[config.mk]
export PLATFORM = sky130hd
export DESIGN_NAME = dephase_vote_core
export DESIGN_NICKNAME = d
export VERILOG_FILES = /design/src/rtl/dephase_pkg.sv /design/src/rtl/dephase_vote.sv /design/src/rtl/dephase_vote_core.sv
export SDC_FILE = /design/constraint.sdc
export NUM_CORES = 1
export LEC_CHECK = 0
export BUFFER_PORTS_ARGS = -buffer_cell sky130_fd_sc_hd__buf_2
export CAP_MARGIN = 10
export CELL_PAD_IN_SITES_DETAIL_PLACEMENT = 1
export CELL_PAD_IN_SITES_GLOBAL_PLACEMENT = 1
export CORE_MARGIN = 2
export CORE_UTILIZATION = 48
export DETAILED_ROUTE_END_ITERATION = 8
export PLACE_DENSITY = 0.85
export SETUP_SLACK_MARGIN = 0.15
export SLEW_MARGIN = 15
export SYNTH_ARGS = -nofsm -noshare
export SYNTH_HDL_FRONTEND = slang
export SYNTH_HIERARCHICAL = 1
export SYNTH_SLANG_ARGS = --single-unit
[constraint.sdc]
create_clock -name sys_clk -period 6.22 [get_ports sys_clk]
set_clock_uncertainty 0.1 [all_clocks]
set_input_delay 0.933 -clock sys_clk [delete_from_list [all_inputs] [get_ports sys_clk]]
set_output_delay 0.933 -clock sys_clk [all_outputs]
set_load 0.005 [all_outputs]
[src/rtl/dephase_pkg.sv]
// rtl/dephase_pkg.sv - shared states, class/phase codes and window classifier for the dephaser
package dephase_pkg;

    typedef enum logic [2:0] {
        IDLE,
        REF,
        ACC,
        DONE,
        ABORT
    } state_t;

    localparam logic [1:0] CLS_INV   = 2'b00;
    localparam logic [1:0] PHASE_POS = 2'b10;
    localparam logic [1:0] PHASE_NEG = 2'b01;

    // Signed window test: magnitude inside [lo, hi] on either side of zero.
    function automatic logic [1:0] classify(input longint s, input longint lo, input longint hi);
        if (s >= lo && s <= hi)
            return PHASE_POS;
        else if (s >= -hi && s <= -lo)
            return PHASE_NEG;
        else
            return CLS_INV;
    endfunction

endpackage

[src/rtl/dephase_vote.sv]
// rtl/dephase_vote.sv - majority vote over VOTE_NUM classified GRIs
module dephase_vote
    import dephase_pkg::*;
#(
    parameter int VOTE_NUM = 10
) (
    input  logic       clk,
    input  logic       rst_n,
    input  logic       sum_valid,
    input  logic [1:0] sum_class,
    output logic [1:0] phase_out,
    output logic       phase_valid,
    output logic       phase_lock,
    output logic [7:0] vote_conf
);

    logic [7:0] pos_cnt, neg_cnt, inv_cnt, gri_cnt;
    logic [7:0] pos_n, neg_n, inv_n, gri_n;
    logic [8:0] valid_tot;
    logic       last;

    always_comb begin
        pos_n     = pos_cnt + {7'd0, sum_class == PHASE_POS};
        neg_n     = neg_cnt + {7'd0, sum_class == PHASE_NEG};
        inv_n     = inv_cnt + {7'd0, sum_class == CLS_INV};
        gri_n     = gri_cnt + 8'd1;
        valid_tot = {1'b0, pos_n} + {1'b0, neg_n};
        last      = sum_valid && (gri_n == 8'(VOTE_NUM));
    end

    // The closing sample is folded in and decided on the same edge, so the
    // counters are already clear for any sample in the following cycle.
    always_ff @(posedge clk or negedge rst_n) begin
        if (!rst_n) begin
            pos_cnt     <= '0;
            neg_cnt     <= '0;
            inv_cnt     <= '0;
            gri_cnt     <= '0;
            phase_out   <= PHASE_POS;
            phase_valid <= 1'b0;
            phase_lock  <= 1'b0;
            vote_conf   <= '0;
        end else begin
            phase_valid <= 1'b0;
            if (last) begin
                pos_cnt     <= '0;
                neg_cnt     <= '0;
                inv_cnt     <= '0;
                gri_cnt     <= '0;
                phase_valid <= 1'b1;
                vote_conf   <= (neg_n >= pos_n) ? neg_n : pos_n;
                phase_lock  <= (valid_tot != 9'd0);
                if (valid_tot != 9'd0)
                    phase_out <= (neg_n >= pos_n) ? PHASE_NEG : PHASE_POS;
            end else if (sum_valid) begin
                pos_cnt <= pos_n;
                neg_cnt <= neg_n;
                inv_cnt <= inv_n;
                gri_cnt <= gri_n;
            end
        end
    end

endmodule

[src/rtl/dephase_vote_core.sv]
// rtl/dephase_vote_core.sv - Loran-C phase-code decoder: GRI edge detect, deviation accumulator, watchdog, vote
module dephase_vote_core
    import dephase_pkg::*;
#(
    parameter int IDX_W         = 16,
    parameter int SUM_W         = 20,
    parameter int PULSE_NUM     = 8,
    parameter int PULSE_SPACING = 1000,
    parameter int MASTER_OFFSET = 9000,
    parameter int WIN_LO        = 12,
    parameter int WIN_HI        = 23,
    parameter int VOTE_NUM      = 10,
    parameter int TIMEOUT_CYC   = 65535
) (
    input  logic                    sys_clk,
    input  logic                    sys_rstn,
    input  logic                    gri_data_valid,
    input  logic                    gri_master,
    input  logic                    cor_peak_valid,
    input  logic [IDX_W-1:0]        cor_peak_index,
    output logic signed [SUM_W-1:0] sum_out,
    output logic                    sum_valid,
    output logic [1:0]              sum_class,
    output logic [1:0]              phase_out,
    output logic                    phase_valid,
    output logic                    phase_lock,
    output logic [7:0]              vote_conf
);

    localparam int WD_W = $clog2(TIMEOUT_CYC + 1);

    if (SUM_W < IDX_W + 4) begin : g_sum_w_check
        $error("dephase_vote_core: SUM_W must be at least IDX_W+4");
    end

    state_t                  state, next_state;
    logic                    gdv_d1, gdv_d2, gri_start, restart, is_master, timeout, in_grab;
    logic [4:0]              target, k, k_next;
    logic [IDX_W-1:0]        ref_idx;
    logic signed [SUM_W-1:0] exp_off, sum, dev, sum_next;
    logic [WD_W-1:0]         wd, wd_next;

    always_comb begin
        gri_start = gdv_d1 & ~gdv_d2;
        in_grab   = (state == REF) || (state == ACC);
        dev       = $signed({{(SUM_W-IDX_W){1'b0}}, cor_peak_index})
                  - $signed({{(SUM_W-IDX_W){1'b0}}, ref_idx}) - exp_off;
        sum_next  = sum + dev;
        k_next    = k + 5'd1;
        wd_next   = wd + 1'b1;
        timeout   = !cor_peak_valid && (wd_next == WD_W'(TIMEOUT_CYC));
    end

    always_comb begin
        next_state = state;
        case (state)
            IDLE:  if (gri_start) next_state = REF;
            REF: begin
                if (gri_start)           next_state = ABORT;
                else if (cor_peak_valid) next_state = ACC;
                else if (timeout)        next_state = ABORT;
            end
            ACC: begin
                if (gri_start)           next_state = ABORT;
                else if (cor_peak_valid) next_state = (k_next == target) ? DONE : ACC;
                else if (timeout)        next_state = ABORT;
            end
            DONE:  next_state = gri_start ? REF : IDLE;
            ABORT: next_state = (gri_start || restart) ? REF : IDLE;
            default: next_state = IDLE;
        endcase
    end

    always_ff @(posedge sys_clk or negedge sys_rstn) begin
        if (!sys_rstn) state <= IDLE;
        else           state <= next_state;
    end

    always_ff @(posedge sys_clk or negedge sys_rstn) begin
        if (!sys_rstn) begin
            gdv_d1    <= 1'b0;
            gdv_d2    <= 1'b0;
            restart   <= 1'b0;
            is_master <= 1'b0;
            target    <= 5'(PULSE_NUM);
            k         <= '0;
            ref_idx   <= '0;
            exp_off   <= '0;
            sum       <= '0;
            wd        <= '0;
            sum_out   <= '0;
            sum_valid <= 1'b0;
            sum_class <= CLS_INV;
        end else begin
            gdv_d1    <= gri_data_valid;
            gdv_d2    <= gdv_d1;
            restart   <= gri_start && in_grab;
            sum_valid <= 1'b0;
            wd        <= (cor_peak_valid || !in_grab) ? '0 : wd_next;
            if (gri_start) begin
                is_master <= gri_master;
                target    <= gri_master ? 5'(PULSE_NUM + 1) : 5'(PULSE_NUM);
            end
            // An abort while still in REF reports a zero partial sum.
            if (next_state == REF && state != REF)
                sum <= '0;
            if (state == REF && !gri_start && cor_peak_valid) begin
                ref_idx <= cor_peak_index;
                k       <= 5'd1;
                exp_off <= SUM_W'(PULSE_SPACING);
                sum     <= '0;
            end
            if (state == ACC && !gri_start && cor_peak_valid) begin
                sum     <= sum_next;
                k       <= k_next;
                exp_off <= (is_master && k_next == 5'(PULSE_NUM)) ? SUM_W'(MASTER_OFFSET)
                                                                  : exp_off + SUM_W'(PULSE_SPACING);
            end
            if (next_state == DONE) begin
                sum_valid <= 1'b1;
                sum_out   <= sum_next;
                sum_class <= classify(longint'(sum_next), longint'(WIN_LO), longint'(WIN_HI));
            end else if (next_state == ABORT) begin
                sum_valid <= 1'b1;
                sum_out   <= sum;
                sum_class <= CLS_INV;
            end
        end
    end

    dephase_vote #(.VOTE_NUM(VOTE_NUM)) u_vote (
        .clk         (sys_clk),
        .rst_n       (sys_rstn),
        .sum_valid   (sum_valid),
        .sum_class   (sum_class),
        .phase_out   (phase_out),
        .phase_valid (phase_valid),
        .phase_lock  (phase_lock),
        .vote_conf   (vote_conf)
    );

endmodule

Yosys cells after proc, flatten, opt, wreduce, memory -nomap -nowiden
Index checks and enable logic that the tools add are counted.
- add/subtract/negate cells: 10
- $mul: 0
- divide/modulo/power cells: 0
- magnitude comparators: 5
- eq/ne operators: 14
- shifts and indexed selects: 0
- muxes and demuxes: 37
- bitwise logic cells: 2
- reduce and logical (&&, ||, !) cells: 24
- operators with widths (cell ; count):
    $mux W20 ; 8
    $mux W8 ; 7
    $add A20 B11 Y20 const B ; 1
    $add A20 B20 Y20 ; 1
    $ge A20 B5 Y1 const B ; 1
    $ge A20 B6 Y1 const B ; 1
    $le A20 B5 Y1 const B ; 1
    $le A20 B6 Y1 const B ; 1
    $sub A17 B20 Y20 ; 1
    $mux W3 ; 6
    $sub A16 B16 Y17 ; 1
    $add A16 B1 Y16 const B ; 1
    $add A8 B1 Y8 ; 2
    $eq A16 B16 Y1 const B ; 1
    $mux W16 ; 1
    $pmux W3 S5 ; 1
    $logic_and A1 B1 Y1 ; 11
    $mux W5 ; 2
    $add A8 B8 Y9 ; 1
    $eq A3 B2 Y1 const B ; 3
    $reduce_bool A9 Y1 ; 1
    $add A8 B1 Y8 const B ; 1
    $eq A8 B4 Y1 const B ; 1
    $ge A8 B8 Y1 ; 1
    18 further kinds ; 36
- register bits after elaboration: 148
- bits in latches: 0
- bits in writable memories: 0
- memory bits (read-only): 0
- input bits: 21
- output and inout port bits: 35
- word-level logic and storage cells: 113
- memories kept: 0

Depth between registers and ports, before layout
- depth after elaboration: 12
- mapped depth: 22
- gate-level depth less buffers: 22

Modules after synthesis
Netlist, hierarchy kept.
- modules (own cells, without submodules) (module ; instances ; cells an instance ; area an instance (um^2) ; sequential area each (um^2)):
    dephase_vote_core ; 1 ; 823 ; 7290.7 ; 2602.5
    dephase_vote ; 1 ; 255 ; 2362.3 ; 902.1

Least setup slack after synthesis
No wires, ideal clock.
- kind: input to register
- from: input port cor_peak_index[0]
- to: register sum_class[0]
- arrival: 5.465 ns
- setup slack: 0.579 ns
- cell stages on the path: 21
- cells stage by stage: inv_1 > ha_1 > fa_1 > nor2b_1 > o2111ai_1 > and3_1 > o311ai_0 > a21oi_1 > o21bai_1 > a21oi_1 > xnor2_1 > fa_1 > inv_1 > ha_1 > a21o_1 > or3_1 > o21a_1 > o311ai_1 > nand3_1 > or4_1 > o21ai_1
- word-level cells in the longest chain between the ends: 8
- RTL lines (element ; line ; text):
    from (decl) ; dephase_vote_core.sv:20 ; input logic [IDX_W-1:0] cor_peak_index,
    $sub A16 B16 Y17 * ; dephase_vote_core.sv:47 ; - $signed({{(SUM_W-IDX_W){1'b0}}, ref_idx}) - exp_off;
    $sub A17 B20 Y20 * ; dephase_vote_core.sv:47 ;
    $add A20 B20 Y20 * ; dephase_vote_core.sv:48 ; sum_next = sum + dev;
    $ge A20 B6 Y1 or $le A20 B5 Y1 (tied branches) ; dephase_pkg.sv:20 ; else if (s >= -hi && s <= -lo)
    $logic_and A1 B1 Y1 ; dephase_pkg.sv:20 ;
    $mux W1 ; dephase_pkg.sv:20 ;
    $mux W2 * ; dephase_pkg.sv:18 ; if (s >= lo && s <= hi)
    $mux W2 * ; dephase_vote_core.sv:119 ; if (next_state == DONE) begin
    to (signal assigned) ; dephase_vote_core.sv:122 ; sum_class <= classify(longint'(sum_next), longint'(WIN_LO), longint'(WIN_HI));
    to (decl) ; dephase_vote_core.sv:23 ; output logic [1:0] sum_class,
Every way passes the cells marked *; elsewhere a longest branch is shown, timed or not.
A chain may end at the register's enable or synchronous reset.

Worst setup path in the final report
Ends and elaborated chain as after synthesis.

==> impl_metrics.json <==
{
  "die_w_um": 145.8,
  "place_area_um2": 10200,
  "required_ns": 6.48,
  "min_path_cells": 0,
  "core_area_um2": 19590,
  "routedWlPerCell_um": 18.33,
  "arrival_ns": 5.87,
  "yosys-mux-area-fraction_pct": 3.253,
  "grt_pass1_vias": 8672,
  "synth_compound_area_share_pct": 18.09,
  "hp-start": "gdv_d1",
  "num_io_pins": 56,
  "num_vias": 8182,
  "yosysTopAreaCell": "dfrtp_1",
  "synth_top_area_share_pct": 36.03,
  "synth_fa_ha_area_share_pct": 12.37,
  "hold_end": "gdv_d2",
  "finalSetupViolCount": 0,
  "ys_ff_latch": 140,
  "synth-edff-count": 0,
  "layout.nets": 1233,
  "max_stage_delay_ns": 0.49,
  "timing_hold_violations_final": 0,
  "overflow": 0,
  "drc_errors": 0,
  "rrSetupSlack_ns": 0.80,
  "drt_iter0_drc": 302,
  "fmax_ghz": 0.1783,
  "ant_nets": 0,
  "drive_gt1_share_pct": 12.45,
  "r2r_cells": 22,
  "slew_viol_final": 0,
  "layout_setup_ws_ns": 0.6110,
  "antenna_found_initial": 0,
  "syn_area_um2": 9653,
  "holdCritPathClass": "register to register",
  "wl_um": 25770,
  "synth-xor-area-share_pct": 5.535,
  "worstMarginPinSlew_ns": 0.8382,
  "slew_headroom_pct": 43.91,
  "portBuffers": 55,
  "path_max_fanout": 6,
  "numCtsBuffers": 17,
  "cts_tree": "yes",
  "drv_cap": 0,
  "use_met2_pct": 44.62,
  "crit_path_top_delay_cell": "fa_1",
  "reg2reg_to": "sum_class[0]",
  "stdcell_area_um2": 10800,
  "syn_area_per_cell_um2": 8.955,
  "dp_hpwl_um": 18570,
  "gp_congestion": 0.8818,
  "synth_top_family_by_area": "compound AO/OA/AOI/OAI gates",
  "drt-vias-per-instance": 5.819,
  "cts.sinks": 140,
  "synthArstFlopShare_pct": 100.0,
  "cts-htree-levels": 4,
  "synth_ff_type": "dfrtp_1",
  "clock_latency_ns": 0.44,
  "startpoint_type": "input port",
  "rsz0062_at_grt": "false",
  "dp_slack_ns": 0.1877,
  "initial_utilization_pct": 49.28,
  "post_cts_buffers": 0,
  "cts_root_buffer": "clkbuf_16",
  "yosysSeqAreaShare_pct": 36.31,
  "netlist-cell-type-count": 84,
  "syn_inst": 1078,
  "fin_crit_ns": 5.609,
  "n_antenna_cell": 0,
  "clk_pin_slew_ns": 0.06,
  "post_cts_resized": 0,
  "first_pass_iters": 5,
  "fin_crit_sh_pct": 90.18,
  "use_met3_pct": 3.950,
  "area_growth_pct": 11.85,
  "top_usage_layer": "met2",
  "synth_area_leaders": "dfrtp_1 36%, ha_1 8.4%, inv_1 4.7%, o21ai_0 4.1%, fa_1 3.9%",
  "outcome": "complete, no violations",
  "die_area_um2": 21260,
  "cts_buffer_depth": 2,
  "yosys.area_share.simple_pct": 17.95,
  "grt_max_degree": 91,
  "grt_pass1_wl_um": 43220,
  "met1_usage_pct": 30.48,
  "endpoint_kind": "register",
  "hold_buffers": 0,
  "tns_ns": 0,
  "crit_type": "input port to register",
  "die_y_um": 145.8,
  "path_cells": "buf_2 -> inv_1 -> ha_1 -> fa_1 -> nor2b_1 -> o2111ai_1 -> and3_1 -> o311ai_0 -> a21oi_1 -> o21bai_1 -> a21oi_1 -> xnor2_1 -> fa_1 -> inv_1 -> ha_1 -> a21o_1 -> or3_1 -> o21a_1 -> o311ai_2 -> nand3_1 -> or4_1 -> o21ai_1",
  "ys_warn_count": 6,
  "num_rows": 51,
  "reg2reg_from": "ref_idx[1]",
  "grt_usage_pct": 25.04
}
-- logic make-up after synthesis --
family	count (synthesis)
AOI/OAI and AO/OA	264
DFF	140
xor gates and xnor gates	61
buffers and inverters	160
and+or+nand+nor	339
adders and majority gates	84
other	1
muxes	29
-- cell usage after synthesis (19+ instances only) --
cell type	instances
nor3_1	20
xnor2_1	40
a21oi_1	45
nand2_1	90
fa_1	19
o21ai_0	79
dfrtp_1	139
nor2_1	64
xor2_1	21
inv_1	121
clkbuf_1	23
ha_1	65
nand3_1	46
-- flip-flops by register name (all words and copies together) (netlist names) --
register            flops
sum_valid               1
state                   3
u_vote/pos_cnt          8
sum_class               2
restart                 1
u_vote/vote_conf        8
is_master               1
wd                     16
u_vote/phase_out        2
gdv_d2                  1
exp_off                17
sum_out                20
gdv_d1                  1
u_vote/gri_cnt          8
ref_idx                16
sum                    20
u_vote/phase_lock       1
u_vote/phase_valid      1
k                       5
u_vote/neg_cnt          8
-- cells in the final DEF, fill, tap and decap left out, drive strengths merged, types with 19 or more instances in the layout --
master,netlist,final
inv,123,128
buf,12,66
clkbuf,24,19
xor2,21,21
o21ai,93,93
nor3,20,20
a21oi,46,46
xnor2,40,40
nand3,46,46
nand2,91,91
dfrtp,139,139
fa,19,19
nor2,65,65
ha,65,65
-- metal layers --
| layer | routed length, um | part of all wire, % |
|---|---|---|
| met1 | 11120 | 43 |
| met2 | 13210 | 51 |
| met3 | 805 | 3.1 |
| met4 | 629 | 2.4 |
| met5 | 0 | 0 |
-- cell type report --
cell class | count | area [um^2]
clock buffers | 19 | 452.9
fillers | 2321 | 8793
repair buffers | 66 | 364.1
flip-flops and latches | 140 | 3505
multi-input cells | 779 | 5547
clock inverters | 13 | 131.4
inverters | 124 | 465.4
well taps | 265 | 331.6
-- worst max-delay path, delay by kind of cell --
kind            cells  cell delay (ns)
simple gates        5             1.35
compound gates      9             1.78
xor+xnor            1             0.16
fa+ha+maj           4             1.49
buf+inv             3             0.15
-- worst max path at each step --
stage	startpoint	to	cells after the start
2_1_floorplan	cor_peak_index[0]	sum_class[0]	21
3_3_place_gp	cor_peak_index[0]	sum_class[0]	22
3_5_place_dp	cor_peak_index[0]	sum_class[0]	22
4_1_cts	cor_peak_index[0]	sum_class[0]	22
5_1_grt	cor_peak_index[0]	sum_class[0]	22
6_report	cor_peak_index[0]	sum_class[0]	22
-- stage by stage --
stage	utilization, %	std cells	hold slack (ns)
detailed placement	52.09	1374	0.2828
global route	55.11	1406	0.3157
floorplan	-	1079	0.2677
CTS	55.07	1406	0.2973
global placement	52.09	1374	0.2759
finish	55.11	1406	0.2921
Power is left out: the tool's default activity adds up to more than one toggle a clock period on the data nets, which glitch-free logic cannot reach.
